[config.mk]
export PLATFORM = sky130hd
export DESIGN_NAME = serial_adder_ctrl
export DESIGN_NICKNAME = d
export VERILOG_FILES = /design/src/rtl/serial_adder_pkg.sv /design/src/rtl/fa_bit.sv /design/src/rtl/serial_adder_ctrl.sv
export SDC_FILE = /design/constraint.sdc
export NUM_CORES = 1
export LEC_CHECK = 0
export CAP_MARGIN = 25
export CORE_MARGIN = 2
export CORE_UTILIZATION = 48
export CTS_BUF_LIST = sky130_fd_sc_hd__clkbuf_8
export DETAILED_ROUTE_END_ITERATION = 10
export PLACE_DENSITY = 0.74
export RECOVER_POWER = 25
export SYNTH_ARGS = -nofsm -noshare
export SYNTH_HDL_FRONTEND = slang
export SYNTH_SLANG_ARGS = --single-unit
[constraint.sdc]
create_clock -name clk -period 1.75 [get_ports clk]
set_input_delay 0.35 -clock clk [delete_from_list [all_inputs] [get_ports clk]]
set_output_delay 0.35 -clock clk [all_outputs]
set_load 0.02 [all_outputs]
[src/rtl/serial_adder_pkg.sv]
// serial_adder_pkg: shared state encoding and limits for the bit-serial adder
package serial_adder_pkg;
  localparam int STATE_W = 2;
  localparam int MAX_WIDTH = 32;
  typedef enum logic [STATE_W-1:0] {
    IDLE  = 2'd0,
    SHIFT = 2'd1,
    DONE  = 2'd2
  } state_t;
endpackage

[src/rtl/fa_bit.sv]
// fa_bit: 1-bit full adder built from two half-adder cells and an OR
module fa_bit (
  input  logic a,
  input  logic b,
  input  logic ci,
  output logic s,
  output logic co
);
  logic x1, y1, y2;
  assign x1 = a ^ b;
  assign y1 = a & b;
  assign s  = x1 ^ ci;
  assign y2 = x1 & ci;
  assign co = y1 | y2;
endmodule

[src/rtl/serial_adder_ctrl.sv]
// serial_adder_ctrl: LSB-first bit-serial adder, one bit per clock; SERIAL_ADDER_SUB_EN adds a subtract mode
module serial_adder_ctrl
  import serial_adder_pkg::*;
#(
  parameter int WIDTH = 4
) (
  input  logic             clk,
  input  logic             rst_n,
  input  logic             start,
  input  logic [WIDTH-1:0] a,
  input  logic [WIDTH-1:0] b,
  input  logic             cin,
`ifdef SERIAL_ADDER_SUB_EN
  input  logic             sub,
`endif
  output logic             busy,
  output logic             done,
  output logic [WIDTH-1:0] sum,
  output logic             cout
);
  localparam int CNT_W = $clog2(WIDTH) + 1;
  state_t state, state_nx;
  logic [WIDTH-1:0] a_sr, b_sr, sum_sr, sum_nx, b_in;
  logic [CNT_W-1:0] cnt;
  logic carry, c_in, s, c, last, take;
`ifdef SERIAL_ADDER_SUB_EN
  assign b_in = sub ? ~b : b;
  assign c_in = sub ? 1'b1 : cin;
`else
  assign b_in = b;
  assign c_in = cin;
`endif
  fa_bit u_fa (.a(a_sr[0]), .b(b_sr[0]), .ci(carry), .s(s), .co(c));
  assign last   = cnt == CNT_W'(WIDTH - 1);
  assign take   = start && state != SHIFT;
  // shift-in written as an OR so WIDTH=1 needs no empty slice
  assign sum_nx = (sum_sr >> 1) | (WIDTH'(s) << (WIDTH - 1));
  assign busy   = state == SHIFT;
  assign done   = state == DONE;
  always_comb begin
    state_nx = state == SHIFT ? (last ? DONE : SHIFT) : (start ? SHIFT : IDLE);
  end
  always_ff @(posedge clk or negedge rst_n) begin
    if (!rst_n) state <= IDLE;
    else        state <= state_nx;
  end
  always_ff @(posedge clk or negedge rst_n) begin
    if (!rst_n) begin
      a_sr   <= '0;
      b_sr   <= '0;
      sum_sr <= '0;
      carry  <= 1'b0;
      cnt    <= '0;
      sum    <= '0;
      cout   <= 1'b0;
    end else if (take) begin
      a_sr   <= a;
      b_sr   <= b_in;
      sum_sr <= '0;
      carry  <= c_in;
      cnt    <= '0;
    end else if (state == SHIFT) begin
      a_sr   <= a_sr >> 1;
      b_sr   <= b_sr >> 1;
      sum_sr <= sum_nx;
      carry  <= c;
      cnt    <= cnt + CNT_W'(1);
      if (last) begin
        sum  <= sum_nx;
        cout <= c;
      end
    end
  end
endmodule
==> summary.md, run 1 <==
| Metric | Value |
|---|---|
| CP Launch Type | `flip-flop` |
| # IOs | `19` |
| Setup TNS | `0 ps` |
| Total gr overflow | `0` |
| Adder-cell area share of the yosys netlist | `0.0436` |
| R2R setup slack | `about 200 ps` |
| Cells after Synth | `71` |
| Core Area | `~2000 sq um` |
| DRC | `0` |
| GP Congestion | `between 0.6 and 0.7` |
| Most frequent cells in the layout | `dfrtp_1, mux2_2, clkdlybuf4s50_1` |
| Commonest non-fill, non-tap cell in the layout | `dfrtp_1` |
| Max cap viols | `0` |
| Fmax | `just over 0.6 GHz` |
| Clock Path Buffers | `2` |
| Drt total wl | `1.50 mm` |
| Slew margin rel. | `0.638` |
| Beginning of the worst register-to-register path | `cnt[0]` |
| Die H | `50.4 microns` |
| Leak Pwr | `0.630 nW` |
| Crit path capture type | `output port` |
| Synthesized area | `1030 sq um` |
| Area Growth Syn to Fin | `24.8%` |
| Int Power | `1.43 mW` |
| Avg Inst Size Synth | `14.5 sq um` |
| Worst-path clk slew | `approximately 80 ps` |
| PD cells | `between 1500 and 2000 nW/um^2` |
| Nets | `roughly 110` |
| Die width | `between 50 and 60 microns` |
| Post-CTS setup buffers | `0` |
| Hold Fails Final Rpt | `0` |
| FFs w/ async S/R, synth | `1.00` |
| R2r endpoint | `cout` |
| Antenna violations before repair | `0` |
| Clock sink count | `22` |
| GRT Overall Usage | `0.148` |
| First-pass DRT Iterations | `2` |
| Top FF cell, synth | `dfrtp_1` |
| Period utilization | `0.926` |
| Clock network fraction of total power | `0.177` |
| Register area share after synthesis | `0.533` |
| Cts hold-fix bufs | `0` |
| Data required, critical path | `1400 ps` |
| Main combinational cell family by area after synthesis | `multiplexers` |
| Synth Area in XOR/XNOR | `0` |
| Avg WL per Cell | `around 12 microns` |
| FF-to-FF path depth | `4` |
| Crit path kind | `flip-flop to output port` |
| I/O Buffers | `18` |
| Row cnt | `16` |
| Htree depth | `1` |
| Die ar. | `roughly 2500 sq um` |
| CTS Buf Count | `3` |
| Synth Register Bits | `22` |
| Status | `finished clean` |
| Switch share | `0.306` |
| Net Sw Power | `roughly 630 uW` |
| First-iteration detailed-routing DRC count | `1` |
| Post-synth EDFFs | `0` |
| CTS tree | `yes` |
| Maximum VDD drop | `between 900 and 1000 uV` |
| Register share of total power | `0.404` |
| Worst hold slack | `around 500 ps` |
| HPWL Detailed | `about 1.1 mm` |
| Fraction of layout instances using a drive strength above 1 | `0.333` |
| Clock Latency Late Sink | `around 260 ps` |
| Hold Crit Class | `flip-flop to flip-flop` |
| Final slew viol count | `0` |
| First-pass GRT wire length | `2.75 mm` |
| Unrepaired setup endpoints after global routing | `false` |
| Worst Skew | `around 4.0 ps` |
| Synth Area in Simple Gates | `0.0679` |
| Largest net degree at the start of global routing | `23` |
| Vias | `~580` |
| Number of global-route vias before repair | `a little over 600` |
| Vias per Instance | `4.86` |
| Routed Antenna Nets | `0` |
| Final setup viols | `0` |
| Synth warnings | `0` |
| Compound-cell area share of the yosys netlist | `0.00727` |
| Worst-Margin Slew | `around 540 ps` |
| CP max FO | `4` |
| Clock Tree Root | `clkbuf_8` |
| Combinational Power Share | `0.419` |
| Arrival time worst endpoint | `approximately 1300 ps` |
| Critical path origin | `state[1]` |
| Net Count, Synth | `86` |
| Final min period | `1620 ps` |
| Distinct cells, synth | `16` |
| Antenna fix cells | `0` |
| Critical Path Sink | `busy` |
| Initial Util | `0.516` |
| Mux share of post-synthesis cell area | `0.297` |
[repair_timing]
| item | CTS | global route |
|---|---|---|
| endpoints found under the setup margin | 1 | 1 |
| cloned | 0 | 0 |
| pin swaps | 0 | 0 |
| gates resized for setup | 1 | 1 |
[cell type report]
cell class,instances,area (sq um)
well taps,27,33.8
multi-input cells,42,429
repair buffers,22,209
inverters,3,11.3
flip-flops and latches,22,551
clock buffers,4,55.1
fillers,160,713
[metal layers]
layer,track usage,vias up,routed length (microns)
met1,0.192,281,695
met2,0.230,13,717
li1,-,285,-
met3,0.0387,4,57
met5,0,-,0
met4,0.0676,0,27
[per-stage QoR]
stage / total power, mW / setup slack [ps] / instances / instance area, sq um / utilization
4_1_cts: 2.10 / 11.6 / 120 / 1290 / 0.644
5_1_grt: 2.23 / 72.2 / 120 / 1290 / 0.644
3_5_place_dp: 1.74 / 27.1 / 116 / 1230 / 0.617
6_report: 2.06 / 129 / 120 / 1290 / 0.644
3_3_place_gp: 1.70 / 46.9 / 116 / 1230 / 0.617
2_1_floorplan: 1.47 / 340 / 71 / 1030 / -
[registers in the layout (all words and copies together), names as in the netlist]
name and cells:
carry 1, b_sr 4, cout 1, state 2
sum 4, sum_sr 3, cnt 3, a_sr 4
[synthesized netlist by cell type (2+ instances only)]
library cell	n	area [sq um]
mux2i_1	4	40.0
inv_1	3	11.3
mux2_2	21	236
dfrtp_1	22	551
and2b_1	4	30.0
buf_6	2	22.5
mux2_4	2	30.0
nor2_1	2	7.51
ha_1	2	25.0
nand2b_1	3	18.8
[logic make-up after synthesis]
family | after synthesis
multiplexers | 27
flip-flops | 22
AND/OR/NAND/NOR | 11
buffers and inverters | 7
adder cells (fa/ha/maj) | 3
AO/OA/AOI/OAI | 1
[critical path, stage by stage, from the launching register on]
cell	delay (ps)
dfrtp_1	390
nand2b_1	160
inv_1	120
dlygate4sd2_1	350
[worst min path at each step]
stage | startpoint | to | cells after the start
global route | sum[3] | sum[3] | 1
finish | cnt[0] | cnt[0] | 1
global placement | cnt[0] | cnt[0] | 1
floorplan | rst_n | a_sr[0] | 0
detailed placement | sum[2] | sum[2] | 1
CTS | rst_n | sum[1] | 2
[power groups by stage]
stage                     combinational, mW  clock (mW)  sequential (mW)
final                                 0.863       0.363            0.832
after global routing                  0.966       0.396            0.866
after CTS                             0.888       0.373            0.836
after detailed placement              0.895           0            0.847
after global placement                0.865           0            0.837
after floorplan                       0.587           0            0.885
No activity file was read; power rests on OpenSTA's default activity.
==> run 2, diff against run 1 <==
--- a/config.mk
+++ b/config.mk
@@ -10,7 +10,7 @@
 export CORE_UTILIZATION = 48
 export CTS_BUF_LIST = sky130_fd_sc_hd__clkbuf_8
 export DETAILED_ROUTE_END_ITERATION = 10
-export PLACE_DENSITY = 0.74
+export PLACE_DENSITY_LB_ADDON = 0.15
 export RECOVER_POWER = 25
 export SYNTH_ARGS = -nofsm -noshare
 export SYNTH_HDL_FRONTEND = slang
==> run 2 against run 1 <==
Against the previous run: setup slack gained 1.5 ps; cell count unchanged; clock skew shrank 1.3 ps; critical path depth stayed put.
==> summary.md, run 2 (synthesis gave the netlist of run 1 again) <==
| Metric | Value |
|---|---|
| Worst Skew | `~2.7 ps` |
| Clock Path Buffers | `2` |
| Antenna violations before repair | `0` |
| Max cap viols | `0` |
| Final min period | `~1600 ps` |
| Period utilization | `0.926` |
| Data required, critical path | `approximately 1400 ps` |
| PD cells | `about 1600 nW/um^2` |
| Clock Tree Root | `clkbuf_8` |
| Fraction of layout instances using a drive strength above 1 | `0.333` |
| Cell Area, Placed | `approximately 1200 sq um` |
| Leak Pwr | `between 0.6 and 0.7 nW` |
| CTS Buf Count | `3` |
| Final instance area | `roughly 1300 sq um` |
| Final setup viols | `0` |
| # IOs | `19` |
| Crit path capture type | `output port` |
| Post-Route Utilization | `0.644` |
| Commonest non-fill, non-tap cell in the layout | `dfrtp_1` |
| Initial Util | `0.516` |
| Largest net degree at the start of global routing | `23` |
| Final slew viol count | `0` |
| Drt total wl | `1.50 mm` |
| Setup TNS | `0 ps` |
| Maximum VDD drop | `~960 uV` |
| Die width | `between 50 and 60 microns` |
| Area Growth Syn to Fin | `24.8%` |
| Nets | `109` |
| Hold Crit Class | `flip-flop to flip-flop` |
| Number of global-route vias before repair | `between 600 and 700` |
| Worst-path clk slew | `70 ps` |
| Clock sink count | `22` |
| GP Congestion | `between 0.6 and 0.7` |
| Avg WL per Cell | `approximately 13 microns` |
| Hold Fails Final Rpt | `0` |
| First-iteration detailed-routing DRC count | `6` |
| Fmax | `around 0.62 GHz` |
| Htree depth | `1` |
| GRT Overall Usage | `0.145` |
| FILL cells | `roughly 160` |
| Largest regs | `a_sr: 4 flops, b_sr: 4 flops, sum: 4 flops` |
| First-pass GRT wire length | `between 2 and 3 mm` |
| Global routing usage on met3 | `0.0417` |
| CP Launch Type | `flip-flop` |
| First-pass DRT Iterations | `4` |
| I/O Buffers | `18` |
| Status | `finished clean` |
| Total gr overflow | `0` |
| CTS tree | `yes` |
| Routed Antenna Nets | `0` |
| DRC | `0` |
| Most frequent cells in the layout | `dfrtp_1, mux2_2, clkdlybuf4s50_1` |
| Worst hold slack | `~480 ps` |
| Met1 Usage GRT | `0.174` |
| Clock Latency Late Sink | `~250 ps` |
| Vias | `578` |
| Vias per Instance | `4.82` |
| Row cnt | `16` |
| GR Util met2 | `0.252` |
| Worst-Margin Slew | `532 ps` |
| Core Area | `2000 sq um` |
| Crit path kind | `flip-flop to output port` |
| Slew margin rel. | `0.646` |
| Die ar. | `~2500 sq um` |
| Gr busiest metal | `met2` |
| HPWL Detailed | `1.08 mm` |
| Antenna fix cells | `0` |
| Unrepaired setup endpoints after global routing | `false` |
| CP max FO | `4` |
| Arrival time worst endpoint | `1270 ps` |
| Die H | `a little over 50 microns` |
| Cts hold-fix bufs | `0` |
[run 2: cell counts in the layout (fill, tap and decap cells not counted)]
No cell type changed its count.
[run 2: layer usage]
layer,routed length (microns),vias to the layer above
li1,-,289
met1,661,277
met2,777,12
met3,61,0
met4,0,0
met5,0,-
[run 2: area by class of cell]
cell class	instances	area [sq um]	area share
repair buffers	22	209	0.162
inverters	3	11.3	0.00874
well taps	27	33.8	0.0262
clock buffers	4	55.1	0.0427
flip-flops and latches	22	551	0.427
multi-input cells	42	429	0.333
[run 2: where the power goes]
| part | internal (mW) | switching (mW) |
|---|---|---|
| Clock | 0.200 | 0.151 |
| Combinational | 0.504 | 0.359 |
| Sequential | 0.723 | 0.110 |
[run 2: timing repair]
action	CTS	global route
setup buffers	0	0
pin swaps	0	0
setup endpoints to repair	1	1
gates resized for setup	1	1
[run 2: stage by stage]
stage	worst slack [ps]	std cells	total power, mW
after global routing	59.7	120	2.20
final	130	120	2.05
after global placement	47.4	116	1.70
after detailed placement	41.0	116	1.73
after CTS	15.8	120	2.08
after floorplan	340	71	1.47
[run 2: path summary, 6_finish.rpt]
kind | start | to | slack [ps] | cells past startpoint
worst max-delay path | state[1] | busy | 130 | 3
worst min-delay path | cnt[0] | cnt[0] | 480 | 1
worst max register to register | cnt[0] | cout | 210 | 4
worst min register to register | cnt[0] | cnt[0] | 480 | 1
max in group asynchronous | rst_n | cnt[0] | 800 | 2
min in group asynchronous | rst_n | sum[0] | 600 | 2
[run 2: worst max-delay path: stages (launching register included)]
cell	delay, ps
dfrtp_1	380
nand2b_1	160
inv_1	130
dlygate4sd2_1	350
